[config.mk]
export PLATFORM = sky130hd
export DESIGN_NAME = or16_chk_counter
export DESIGN_NICKNAME = d
export VERILOG_FILES = /design/src/rtl/or16_chk_pkg.sv /design/src/rtl/or16_chk_counter.sv
export SDC_FILE = /design/constraint.sdc
export NUM_CORES = 1
export LEC_CHECK = 0
export CAP_MARGIN = 20
export CORE_MARGIN = 2
export CORE_UTILIZATION = 40
export DETAILED_ROUTE_END_ITERATION = 8
export PLACE_DENSITY = 0.74
export SLEW_MARGIN = 20
export SYNTH_ARGS = -nofsm -noshare
export SYNTH_HDL_FRONTEND = slang
export SYNTH_SLANG_ARGS = --single-unit
export TNS_END_PERCENT = 30
[constraint.sdc]
create_clock -name clk -period 4.9 [get_ports clk]
set_clock_uncertainty 0.15 [all_clocks]
set_input_delay 0.735 -clock clk [delete_from_list [all_inputs] [get_ports clk]]
set_output_delay 0.735 -clock clk [all_outputs]
set_load 0.005 [all_outputs]
[src/rtl/or16_chk_pkg.sv]
// Shared types, defaults and the reference OR model for the OR16 result checker.
package or16_chk_pkg;

    typedef enum logic [1:0] {
        IDLE,
        RUN,
        DONE
    } chk_state_t;

    localparam int DEF_WIDTH = 16;
    localparam int DEF_CNT_W = 33;

    function automatic logic [DEF_WIDTH-1:0] or_ref(input logic [DEF_WIDTH-1:0] a,
                                                    input logic [DEF_WIDTH-1:0] b);
        return a | b;
    endfunction

endpackage

[src/rtl/or16_chk_counter.sv]
// Up-counter with synchronous clear and enable; optionally sticks at all-ones.
module or16_chk_counter
    import or16_chk_pkg::*;
#(
    parameter int CNT_W    = DEF_CNT_W,
    parameter bit SATURATE = 1'b0
) (
    input  logic             clk,
    input  logic             rst,
    input  logic             clear,
    input  logic             en,
    output logic [CNT_W-1:0] count
);

    // With saturation enabled, an all-ones count holds instead of wrapping to zero.
    always_ff @(posedge clk) begin
        if (rst || clear) begin
            count <= '0;
        end else if (en && !(SATURATE && (&count))) begin
            count <= count + CNT_W'(1);
        end
    end

endmodule

## Yosys cells after proc, flatten, opt, wreduce, memory -nomap -nowiden

Cells that the tools add are included.

- Output and inout bits: 33
- Word-level logic and storage cells: 3
- Register bits: 33
- Bits of input ports: 4

- Reductions and logical operators: 1
- Add/subtract/negate cells: 1

Operators with widths:

| kind | number |
|---|---|
| 33-bit by 1-bit adder with 33-bit output, second input constant | 1 |
| 1-bit logical OR | 1 |

## Depth between registers and ports, before layout

- Word-level depth: 1
- Gate-level depth with buffers: 7
- Depth with buffers taken out: 5

## Worst setup path after synthesis

No wires, ideal clock.

- Kind: input -> register
- Start: in en
- End: reg count[21]
- Data required time: 4,680 ps
- Slack: 2,741 ps
- Library setup time: 70 ps
- Data arrival time: 1,938 ps
- Buffers on the path: 3
- Stages on the path: 7
- Cell sequence: buf_4 -> and4_1 -> buf_6 -> nand4_4 -> buf_6 -> or4_1 -> a21oi_1

RTL lines:

| item | RTL line | RTL |
|---|---|---|
| start: declaration | or16_chk_counter.sv:11 | `input logic en,` |
| end signal: assignment | or16_chk_counter.sv:20 | `count <= count + CNT_W'(1);` |
| end: declaration | or16_chk_counter.sv:12 | `output logic [CNT_W-1:0] count` |

==> metrics.txt <==
syn avg cell area=8.85 um^2; hold endpoint=count[32]$_SDFFE_PP0P_; critical path arrival=roughly 2.8 ns; die height=67.5 um; Top Registers=count x33; DP Area=just under 2000 um^2; Fmax=368 MHz; fin crit share=0.554; syn nets=187; Max stage delay cell, worst path=clkdlybuf4s50_1; drt first pass iters=3; CTS tree=built; required time at the worst-slack endpoint=slightly below 5 ns; Horiz. Die Dim=67.5 um; CP max stage delay=approximately 0.6 ns; P&R area growth vs syn=28.0%; IO buf count=36; total gr overflow=0; final setup margin=2.19 ns; I/O pins=37; PwrDens=~230 nW/um^2; unrepaired setup endpoints after global routing=no; Post-synth EDFFs=0; Post-Synth Adder-Cell Area=0.00776; Bufs and invs on worst path=1; CTS Buf Count=5; Top reg by flops=count; global-route wire length before repair=roughly 6000 um; Netlist cell types=30; Multi-input gate area=between 800 and 900 um^2; clk sink count=33; FF+latch count, synth=33; Worst Hold Depth=2; flop2flop setup slack=approximately 2.8 ns; GP Congestion=0.765; area share of xor/xnor cells in the synthesized design=0.0543; top post-synthesis cells by area=dfxtp_1 (41%), o31ai_1 (7.0%), or4_1 (7.0%); Worst-path clk slew=about 0.070 ns; vias in the first global route=about 1300; outcome=finished, final reports clean; Synth area leader=dfxtp_1; leakage=0.613 nW; r2r worst-path depth=4; r2r endpoint=count[29]$_SDFFE_PP0P_; Cell Area, Synth=between 1500 and 2000 um^2; largest family of logic cells by synthesized area=simple AND/OR/NAND/NOR gates; n_diodes=0; die area=4550 um^2; core area=between 3000 and 4000 um^2; overall power=479 uW; Synth top cells by count=dfxtp_1 (33), a21oi_1 (22), o31ai_1 (15), or4_1 (15); area share of the largest cell type after synthesis=0.410; sequential share of the synthesized area=0.410; clock latency on the worst-skew pair=a little under 0.3 ns; YS warnings=0; dpl ws=about 1.9 ns; total number of vias=1483; antenna viol nets, final=0; Synth Flop Type=dfxtp_1; Clock Root Buffer=clkbuf_8; final setup vio count=0; setup TNS=0 ns; post-CTS setup buffers=0; vias per cell=~5.6; Hold-fix buffers, CTS=0; Seq. cell area=661 um^2; max reg flops=33; Max FO, Critical Path=15; DRT Wirelength=approximately 3700 um; Initial Utilization=0.409; Critical Path Sink Type=flip-flop; row count=23; Mapped Cells=around 180; H-tree depth=2; CP cell instances=clkdlybuf4s50_1 -> and4_1 -> nand4_4 -> or4_1 -> a21oi_1; fillers=about 370; max cap viols=0; Initial DRC Count=63; Util after Layout=0.523; worst vdd ir=~0.14 mV; Final min period=approximately 2.7 ns; share of layout cells above drive strength 1=0.0645; deepest clock path buffer count=2; Max transition margin=0.569; CP Class=input pin to flip-flop; r2r startpoint=count[2]$_SDFFE_PP0P_; Final nets=~220; fin area=between 2000 and 2500 um^2; Synth Area in Compound Gates=0.160; antenna violations before repair=0; post-DP HPWL=between 2000 and 2500 um; Gates resized, CTS repair=0; cell family with most CP delay=simple AND/OR/NAND/NOR gates; max-slew violation count=0; Min-Delay Startpoint=count[32]$_SDFFE_PP0P_; Worst Tran Pin Value=about 0.65 ns; simple-gate share of the synthesized area=0.321; mux contribution to synthesized area=0.00621; largest net degree at the start of global routing=34; Final Hold Fails=0; asr flop ratio synth=0; min-delay worst type=flip-flop to flip-flop; final routed DRC violation total=0; Avg WL per Cell=roughly 14 um; most common cell in the netlist=dfxtp_1; gr usage total=0.173; Startpoint Class=input pin
==> where the power goes <==
group	leakage (nW)	total [mW]	internal [mW]	switching, mW
sequential	0.266	0.270	0.269	0.000963
combinational	0.303	0.0107	0.00455	0.00617
clock	0.0450	0.198	0.0984	0.100
==> final cells by class <==
class | instances | share of cell area
multi-input cells | 137 | 0.429
flip-flops and latches | 33 | 0.320
repair buffers | 36 | 0.175
clock buffers | 6 | 0.0352
well taps | 50 | 0.0303
inverters | 3 | 0.00546
clock inverters | 2 | 0.00485
==> tightest hold or removal path, delay by kind of cell (launching register included) <==
kind	cells	cell delay (ns)
flip-flops	1	0.32
AO/OA/AOI/OAI	2	0.12
==> cells by family after synthesis <==
logic type,Yosys count
AOI/OAI and AO/OA,44
xor gates and xnor gates,10
adders and majority gates,1
buffers and inverters,12
DFF,33
muxes,1
and+or+nand+nor,81
==> layer usage <==
metal / part of all wire / up-vias / GRT usage
met2: 0.47 / 27 / 0.283
met1: 0.48 / 691 / 0.206
li1: - / 761 / -
met4: 0.0084 / 0 / 0.0765
met5: 0 / - / 0
met3: 0.047 / 4 / 0.0567
==> layout by cell type, fill, tap and decap left out, types with 2 or more instances in the layout <==
master | synthesis | routed
a21oi_1 | 22 | 22
and2_1 | 2 | 2
and3_1 | 3 | 3
and4_1 | 4 | 4
and4_4 | 2 | 2
clkbuf_8 | 0 | 5
clkdlybuf4s50_1 | 0 | 36
clkinv_2 | 0 | 2
dfxtp_1 | 33 | 33
inv_1 | 3 | 3
nand2_1 | 11 | 11
nand3_1 | 10 | 10
nand4_1 | 8 | 8
nand4_4 | 2 | 2
nor2_1 | 11 | 11
nor3_1 | 2 | 2
o21ai_0 | 7 | 7
o31ai_1 | 15 | 15
or3_1 | 6 | 6
or4_1 | 15 | 15
xnor2_1 | 3 | 3
xor2_1 | 7 | 7
==> worst max path at each step <==
stage | to | start | cells after the start
floorplan | count[21]$_SDFFE_PP0P_ | en | 7
global placement | count[29]$_SDFFE_PP0P_ | en | 5
detailed placement | count[29]$_SDFFE_PP0P_ | en | 5
CTS | count[29]$_SDFFE_PP0P_ | en | 5
global route | count[29]$_SDFFE_PP0P_ | en | 5
finish | count[29]$_SDFFE_PP0P_ | en | 5
==> stage by stage <==
step,hold WS [ns],std cells
after CTS,0.338,267
after floorplan,0.318,182
after detailed placement,0.328,259
after global routing,0.373,267
final,0.337,267
after global placement,0.309,259
No activity file was read; power rests on OpenSTA's default activity.
